===== config.mk =====
export PLATFORM = sky130hd
export DESIGN_NAME = apb_master_mc
export DESIGN_NICKNAME = d
export VERILOG_FILES = /design/src/rtl/apb_master_mc.sv
export SDC_FILE = /design/constraint.sdc
export NUM_CORES = 1
export LEC_CHECK = 0
export CAP_MARGIN = 25
export CORE_AREA = 2 2 122 124
export CTS_BUF_LIST = sky130_fd_sc_hd__clkbuf_8 sky130_fd_sc_hd__clkbuf_16
export CTS_CLUSTER_DIAMETER = 200
export CTS_CLUSTER_SIZE = 25
export DETAILED_ROUTE_END_ITERATION = 6
export DIE_AREA = 0 0 124 126
export PLACE_DENSITY = 0.75
export SYNTH_ARGS = -nofsm -noshare
export SYNTH_HDL_FRONTEND = slang
export SYNTH_SLANG_ARGS = --single-unit

===== constraint.sdc =====
create_clock -name pclk -period 3.1 [get_ports pclk]
set_input_delay 0.93 -clock pclk [delete_from_list [all_inputs] [get_ports pclk]]
set_output_delay 0.93 -clock pclk [all_outputs]
set_load 0.03 [all_outputs]

===== src/rtl/apb_master_mc.sv =====
// rtl/apb_master_mc.sv - APB4 master converting single-cycle requests into SETUP/ACCESS bus cycles
//
// Optional feature macro: APB_TIMEOUT_EN (aborts ACCESS after TIMEOUT_CYCLES wait states).
//
// Ports:
//   pclk, presetn                  clock, asynchronous active-low reset
//   transfer, write_read           request valid, direction (1 = write)
//   addr_in, wdata_in, strb_in     request address, write data, byte strobes
//   psel, penable, pwrite          APB control (psel one-hot per completer)
//   paddr, pwdata, pstrb           APB address/data/strobes (pstrb 0 on reads)
//   prdata, pready, pslverr        per-completer responses, slave i at slice i
//   rdata_out                      data of the last successful read
//   transfer_done, error           registered single-cycle completion pulse and status
module apb_master_mc #(
    parameter int ADDR_WIDTH     = 32,
    parameter int DATA_WIDTH     = 32,
    parameter int NUM_SLAVES     = 4,
    parameter int SEL_LSB        = 28,
    parameter int TIMEOUT_CYCLES = 16
) (
    input  logic                             pclk,
    input  logic                             presetn,
    input  logic                             transfer,
    input  logic                             write_read,
    input  logic [ADDR_WIDTH-1:0]            addr_in,
    input  logic [DATA_WIDTH-1:0]            wdata_in,
    input  logic [DATA_WIDTH/8-1:0]          strb_in,
    output logic [NUM_SLAVES-1:0]            psel,
    output logic                             penable,
    output logic                             pwrite,
    output logic [ADDR_WIDTH-1:0]            paddr,
    output logic [DATA_WIDTH-1:0]            pwdata,
    output logic [DATA_WIDTH/8-1:0]          pstrb,
    input  logic [NUM_SLAVES*DATA_WIDTH-1:0] prdata,
    input  logic [NUM_SLAVES-1:0]            pready,
    input  logic [NUM_SLAVES-1:0]            pslverr,
    output logic [DATA_WIDTH-1:0]            rdata_out,
    output logic                             transfer_done,
    output logic                             error
);

    localparam int SEL_BITS   = (NUM_SLAVES > 1) ? $clog2(NUM_SLAVES) : 1;
    localparam int STRB_WIDTH = DATA_WIDTH / 8;

    generate
        if (!(DATA_WIDTH == 8 || DATA_WIDTH == 16 || DATA_WIDTH == 32) ||
            NUM_SLAVES < 1 || NUM_SLAVES > 16 || TIMEOUT_CYCLES < 1) begin : g_param_check
            $error("apb_master_mc: unsupported parameter combination");
        end
    endgenerate

    // DERR reports a decode error for a request accepted on the completion
    // edge of a previous transfer, whose own done pulse occupies the next cycle.
    typedef enum logic [1:0] {
        IDLE   = 2'd0,
        SETUP  = 2'd1,
        ACCESS = 2'd2,
        DERR   = 2'd3
    } state_t;

    state_t state;
    state_t state_nxt;

    logic [SEL_BITS-1:0]   req_idx;
    logic                  req_valid;
    logic [SEL_BITS-1:0]   cur_idx;
    logic                  sel_ready;
    logic                  sel_err;
    logic [DATA_WIDTH-1:0] sel_rdata;
    logic                  accept;
    logic                  timeout;
    logic                  done_nxt;
    logic                  error_nxt;

    assign req_idx   = addr_in[SEL_LSB +: SEL_BITS];
    assign req_valid = ({{(32-SEL_BITS){1'b0}}, req_idx} < NUM_SLAVES);

    // Observe only the selected completer's response.
    always_comb begin
        sel_ready = 1'b0;
        sel_err   = 1'b0;
        sel_rdata = '0;
        for (int i = 0; i < NUM_SLAVES; i++) begin
            if (cur_idx == SEL_BITS'(i)) begin
                sel_ready = pready[i];
                sel_err   = pslverr[i];
                sel_rdata = prdata[i*DATA_WIDTH +: DATA_WIDTH];
            end
        end
    end

    // New requests are taken only when idle or on the completing ACCESS edge.
    assign accept = transfer && ((state == IDLE) || ((state == ACCESS) && sel_ready));

`ifdef APB_TIMEOUT_EN
    localparam int TOUT_W = $clog2(TIMEOUT_CYCLES + 1);

    logic [TOUT_W-1:0] tcnt;

    // Abort on the edge that would bring the wait count to TIMEOUT_CYCLES.
    assign timeout = (state == ACCESS) && !sel_ready &&
                     (tcnt == TOUT_W'(TIMEOUT_CYCLES - 1));

    always_ff @(posedge pclk or negedge presetn) begin
        if (!presetn) begin
            tcnt <= '0;
        end else if (state_nxt == SETUP) begin
            tcnt <= '0;
        end else if ((state == ACCESS) && !sel_ready && !timeout) begin
            tcnt <= tcnt + TOUT_W'(1);
        end
    end
`else
    assign timeout = 1'b0;
`endif

    // State register
    always_ff @(posedge pclk or negedge presetn) begin
        if (!presetn) begin
            state <= IDLE;
        end else begin
            state <= state_nxt;
        end
    end

    // Next-state logic
    always_comb begin
        state_nxt = state;
        case (state)
            IDLE: begin
                if (accept && req_valid) begin
                    state_nxt = SETUP;
                end
            end
            SETUP: begin
                state_nxt = ACCESS;
            end
            ACCESS: begin
                if (sel_ready) begin
                    if (accept) begin
                        state_nxt = req_valid ? SETUP : DERR;
                    end else begin
                        state_nxt = IDLE;
                    end
                end else if (timeout) begin
                    state_nxt = IDLE;
                end
            end
            DERR: begin
                state_nxt = IDLE;
            end
            default: begin
                state_nxt = IDLE;
            end
        endcase
    end

    // Output logic: bus select/enable from state, next values of the status pulses.
    always_comb begin
        psel      = '0;
        penable   = 1'b0;
        done_nxt  = 1'b0;
        error_nxt = 1'b0;
        if ((state == SETUP) || (state == ACCESS)) begin
            for (int i = 0; i < NUM_SLAVES; i++) begin
                psel[i] = (cur_idx == SEL_BITS'(i));
            end
        end
        if (state == ACCESS) begin
            penable = 1'b1;
        end
        case (state)
            IDLE: begin
                if (accept && !req_valid) begin
                    done_nxt  = 1'b1;
                    error_nxt = 1'b1;
                end
            end
            ACCESS: begin
                if (sel_ready) begin
                    done_nxt  = 1'b1;
                    error_nxt = sel_err;
                end else if (timeout) begin
                    done_nxt  = 1'b1;
                    error_nxt = 1'b1;
                end
            end
            DERR: begin
                done_nxt  = 1'b1;
                error_nxt = 1'b1;
            end
            default: begin
                done_nxt  = 1'b0;
                error_nxt = 1'b0;
            end
        endcase
    end

    // Request latch and response capture. Bus fields hold while idle.
    always_ff @(posedge pclk or negedge presetn) begin
        if (!presetn) begin
            cur_idx       <= '0;
            paddr         <= '0;
            pwrite        <= 1'b0;
            pwdata        <= '0;
            pstrb         <= '0;
            rdata_out     <= '0;
            transfer_done <= 1'b0;
            error         <= 1'b0;
        end else begin
            transfer_done <= done_nxt;
            error         <= error_nxt;
            if ((state == ACCESS) && sel_ready && !pwrite && !sel_err) begin
                rdata_out <= sel_rdata;
            end
            if (accept && req_valid) begin
                cur_idx <= req_idx;
                paddr   <= addr_in;
                pwrite  <= write_read;
                pwdata  <= wdata_in;
                pstrb   <= write_read ? strb_in : {STRB_WIDTH{1'b0}};
            end
        end
    end

endmodule


== After elaboration in Yosys (flattened, before gate mapping) ==
Cells that the tools add are included.

* $add $sub $neg: 0
* Multipliers: 0
* Divide/modulo/power cells: 0
* Order comparisons: 0
* Eq/ne operators: 8
* Shift-type cells: 0
* Multiplexer cells: 23
* Bitwise logic cells: 0
* Reduce and logical (&&, ||, !) cells: 11

{| class="wikitable"
|+ Operators by type and width
! kind !! count
|-
| 2-to-1 mux 32 bit || 4
|-
| 2-to-1 mux 1 bit || 12
|-
| == test 2 bit, second input constant || 4
|-
| 2-to-1 mux 4 bit || 2
|-
| case mux 2 bit (4 select lines) || 1
|-
| == test 2 x 1 -> 1 bit, second input constant || 2
|-
| logical AND 1 bit || 4
|-
| zero test 2 bit || 2
|-
| 2-to-1 mux 2 bit || 2
|-
| inequality test 2 bit, second input constant || 2
|-
| case mux 1 bit (2 select lines) || 2
|-
| zero test 1 bit || 2
|-
| logical OR 1 bit || 2
|-
| AND reduction 2 bit || 1
|}

* Register bits after elaboration: 107
* Latch bits: 0
* RAM bits: 0
* Memory bits (read-only): 0
* Bits of input ports: 208
* Logic and storage cells: 51
* Memories kept: 0

== Depth between registers and ports, before layout ==
* Word-level depth: 11
* Gate-level depth with buffers: 8
* Depth with buffers taken out: 6

== Worst setup path after synthesis ==
No wires, ideal clock.

* Path kind: reg2out
* Start: reg, netlist name paddr[29]
* End: out psel[0]
* Arrival time: 1,795 ps
* Setup slack: 375 ps
* Cell stages (with the launch flop): 4
* Path buffers: 2
* Cells stage by stage: dfrtp_1 buf_1 buf_1 nor3b_1

{| class="wikitable"
|+ RTL lines
! element !! RTL line !! text
|-
| end, declared || 28 || <nowiki>output logic [NUM_SLAVES-1:0] psel,</nowiki>
|}

== Worst setup path after layout ==
* Start: reg state[0]
* End: out psel[1]

* Cells in the longest elaborated chain, start to end: 3
* Elaborated cells between the ends (all ways): 4
* Those cells by class: eq/ne: 2; mux: 1; reduce/logical: 1

{| class="wikitable"
|+ Ends and longest elaborated chain
! element !! RTL line !! text
|-
| start, declared || 61 || <nowiki>state_t state;</nowiki>
|-
| start signal, assigned || 122 || <nowiki>state <= state_nxt;</nowiki>
|-
| == test 2 x 1 -> 1 bit / == test 2 bit (equally long branches) || 164 || <nowiki>if ((state == SETUP) || (state == ACCESS)) begin</nowiki>
|-
| logical OR 1 bit (*) || 164 ||
|-
| 2-to-1 mux 4 bit (*) || 164 ||
|}

Every way passes the cells marked *; elsewhere a longest branch is shown, timed or not.

==> impl_metrics.yaml <==
outcome:
  status: "finished clean"
floorplan:
  core_area_mm2: 0.0143
  rows: 44
  start_util: 0.340
  die_h_um: 126
  die_area_mm2: 0.0156
  io_pins: 316
  die_w_um: 124
setup_path:
  cp_data_required_time_ps: 2170
  path_max_fanout: 4
  cp_cell_sequence: "inv_1 > ha_1 > nand2_1 > nor2_1 > clkdlybuf4s50_1"
  start_kind: "flop"
  cpPeakStageDelay_ps: 690
  path_buf_inv: 2
  cpLargestDelayFamily: "buffers and inverters"
  crit_type: "flop to output pin"
  r2r_cells: 6
  worst-path-stages: 5
  worstPathArrival_ps: 2020
  crit_slowest_cell: "clkdlybuf4s50_1"
  cp-end-kind: "output pin"
timing:
  min_period_over_period: 0.953
  hold_ws_ps: 492
  finClkSkew_ps: 6.30
  fmax_mhz: 339
  maxSlewHeadroom: 0.621
  setup_tns_ps: 0
  setup_viol: 0
  drv_slew: 0
  finalHoldViolations: 0
  rsz0062_at_grt: "false"
  setup_slack_ps: 146
  tightest_slew_ps: 568
  min_period_ps: 2950
detailed_routing:
  wl_met1_um: 5390
  drt-initial-drc-count: 153
  drt-wirelength-per-cell_um: 18.5
  wl_met2_um: 7710
  met3WireLength_um: 1230
  routed_via_density: 4.78
  vias: 3812
  highest-signal-layer: "met4"
  detail_route.wirelength_um: 14800
  dr.pass1.iters: 4
  antenna_left: 0
  drc: 0
logic_synthesis:
  yosysSeqAreaShare: 0.539
  yosysTopAreaCell: "dfrtp_1"
  synth.distinct_cells: 28
  synth_edf_count: 0
  syn-cell-area_mm2: 0.00487
  avgSynthCellArea_um2: 16.6
  ys_warn_count: 0
  ys_seq_elements: 105
  async_reset_ff_frac: 1.00
  synthCells: 294
  syn_nets: 506
  synth_top_flop_cell: "dfrtp_1"
  synth_top_area_share: 0.539
  synthTopCellsByCount: "dfrtp_1 (105), mux2_2 (92), mux4_2 (33), mux2_1 (8), buf_2 (7)"
  synth.most_common_cell: "dfrtp_1"
  synth_area_leaders: "dfrtp_1 (54%), mux2_2 (21%), mux4_2 (15%)"
placement:
  place_hpwl_um: 11500
  place_area_mm2: 0.00825
  io_buffers: 315
  gp_congestion: 0.774
  dpl_worst_slack_ps: 199
min_path:
  min_path_type: "flop to flop"
  min_path_cells: 1
clock_tree:
  post-cts-setup-buffers: 0
  clkTransAtPathRegs_ps: 70
  clock-sinks: 105
  cts_tree: "done"
  cts_buffers: 9
  cts.htree.levels: 3
  cts_root_buf: "clkbuf_16"
  insertion_delay_ps: 340
  clock_path_buffers: 2
global_routing:
  grt_util_all_layers: 0.191
  grt_pass1_wl_um: 22600
  grt-ovfl-total: 0
  grt_max_degree: 106
  grt_pass1_vias: 4283
  antenna_found_initial: 0
run:
  cap_violations: 0
final_layout:
  fin_area_mm2: 0.00855
  num_antenna_cells: 0
  drive_gt1_frac: 0.252
  final_util: 0.597
  nNetsFinal: 821
  area_delta_synth_final_pct: 75.4
pwr:
  irDropWorstVdd_uv: 821
  powerDensity_mw_per_mm2: 1030
  leakagePower_nw: 3.48
what timing repair did:
item,CTS,global route
hold buffers,0,0
gates resized for setup,1,0
endpoints found under the setup margin,1,0
per-stage QoR:
| step | power (mW) | instances |
|---|---|---|
| after floorplan | 5.53 | 294 |
| after global placement | 7.60 | 782 |
| after detailed placement | 7.72 | 782 |
| after CTS | 8.92 | 798 |
| after global routing | 9.25 | 798 |
| final | 8.79 | 798 |
area by class of cell:
class	count	area, µm²
Fill cell	1120	5760
Clock inverter	6	65.1
Timing Repair Buffer	322	3240
Clock buffer	10	239
Tap cell	184	230
Multi-Input combinational cell	165	2120
Sequential cell	105	2630
Inverter	6	22.5
power by group:
part	switching [mW]	internal, mW
Sequential	0.368	2.07
Clock	0.514	0.652
Combinational	2.64	2.54
Total	3.53	5.26
final timing paths:
| check | startpoint | endpoint | slack [ps] |
|---|---|---|---|
| max | state[0] | psel[1] | 150 |
| min | pwdata[20] | pwdata[20] | 490 |
| max reg2reg | paddr[28] | paddr[10] | 830 |
| min reg2reg | pwdata[20] | pwdata[20] | 490 |
| max in group asynchronous | presetn | rdata_out[6] | 2020 |
| min in group asynchronous | presetn | paddr[17] | 650 |
sequential cells by signal, summed over array words and instances, names as in the netlist:
name,count
state,2
pwdata,32
pwrite,1
rdata_out,32
pstrb,4
transfer_done,1
error,1
paddr,32
metal layers:
metal	GRT usage	up-vias
met5	0	-
met4	0.0648	0
met1	0.201	1907
met2	0.343	157
met3	0.0756	28
li1	-	1720
kinds of logic after synthesis:
family,after synthesis,synth area share
multiplexers,138,0.394
flip-flops,105,0.539
buffers and inverters,24,0.0272
AND/OR/NAND/NOR,16,0.0172
AO/OA/AOI/OAI,7,0.0123
adder cells (fa/ha/maj),4,0.0103
placed cells by master (no fill, tap or decap), types with 2 or more instances in the layout:
master,count
mux2_1,8
dfrtp_1,104
mux2_2,92
inv_1,6
nor2b_1,2
inv_6,2
nor2_1,2
mux4_2,33
buf_12,4
clkbuf_16,9
nand2_1,6
ha_1,4
buf_4,7
clkinv_2,2
mux2i_1,5
clkdlybuf4s50_1,310
Note: power is estimated with default switching activity, not from simulation.
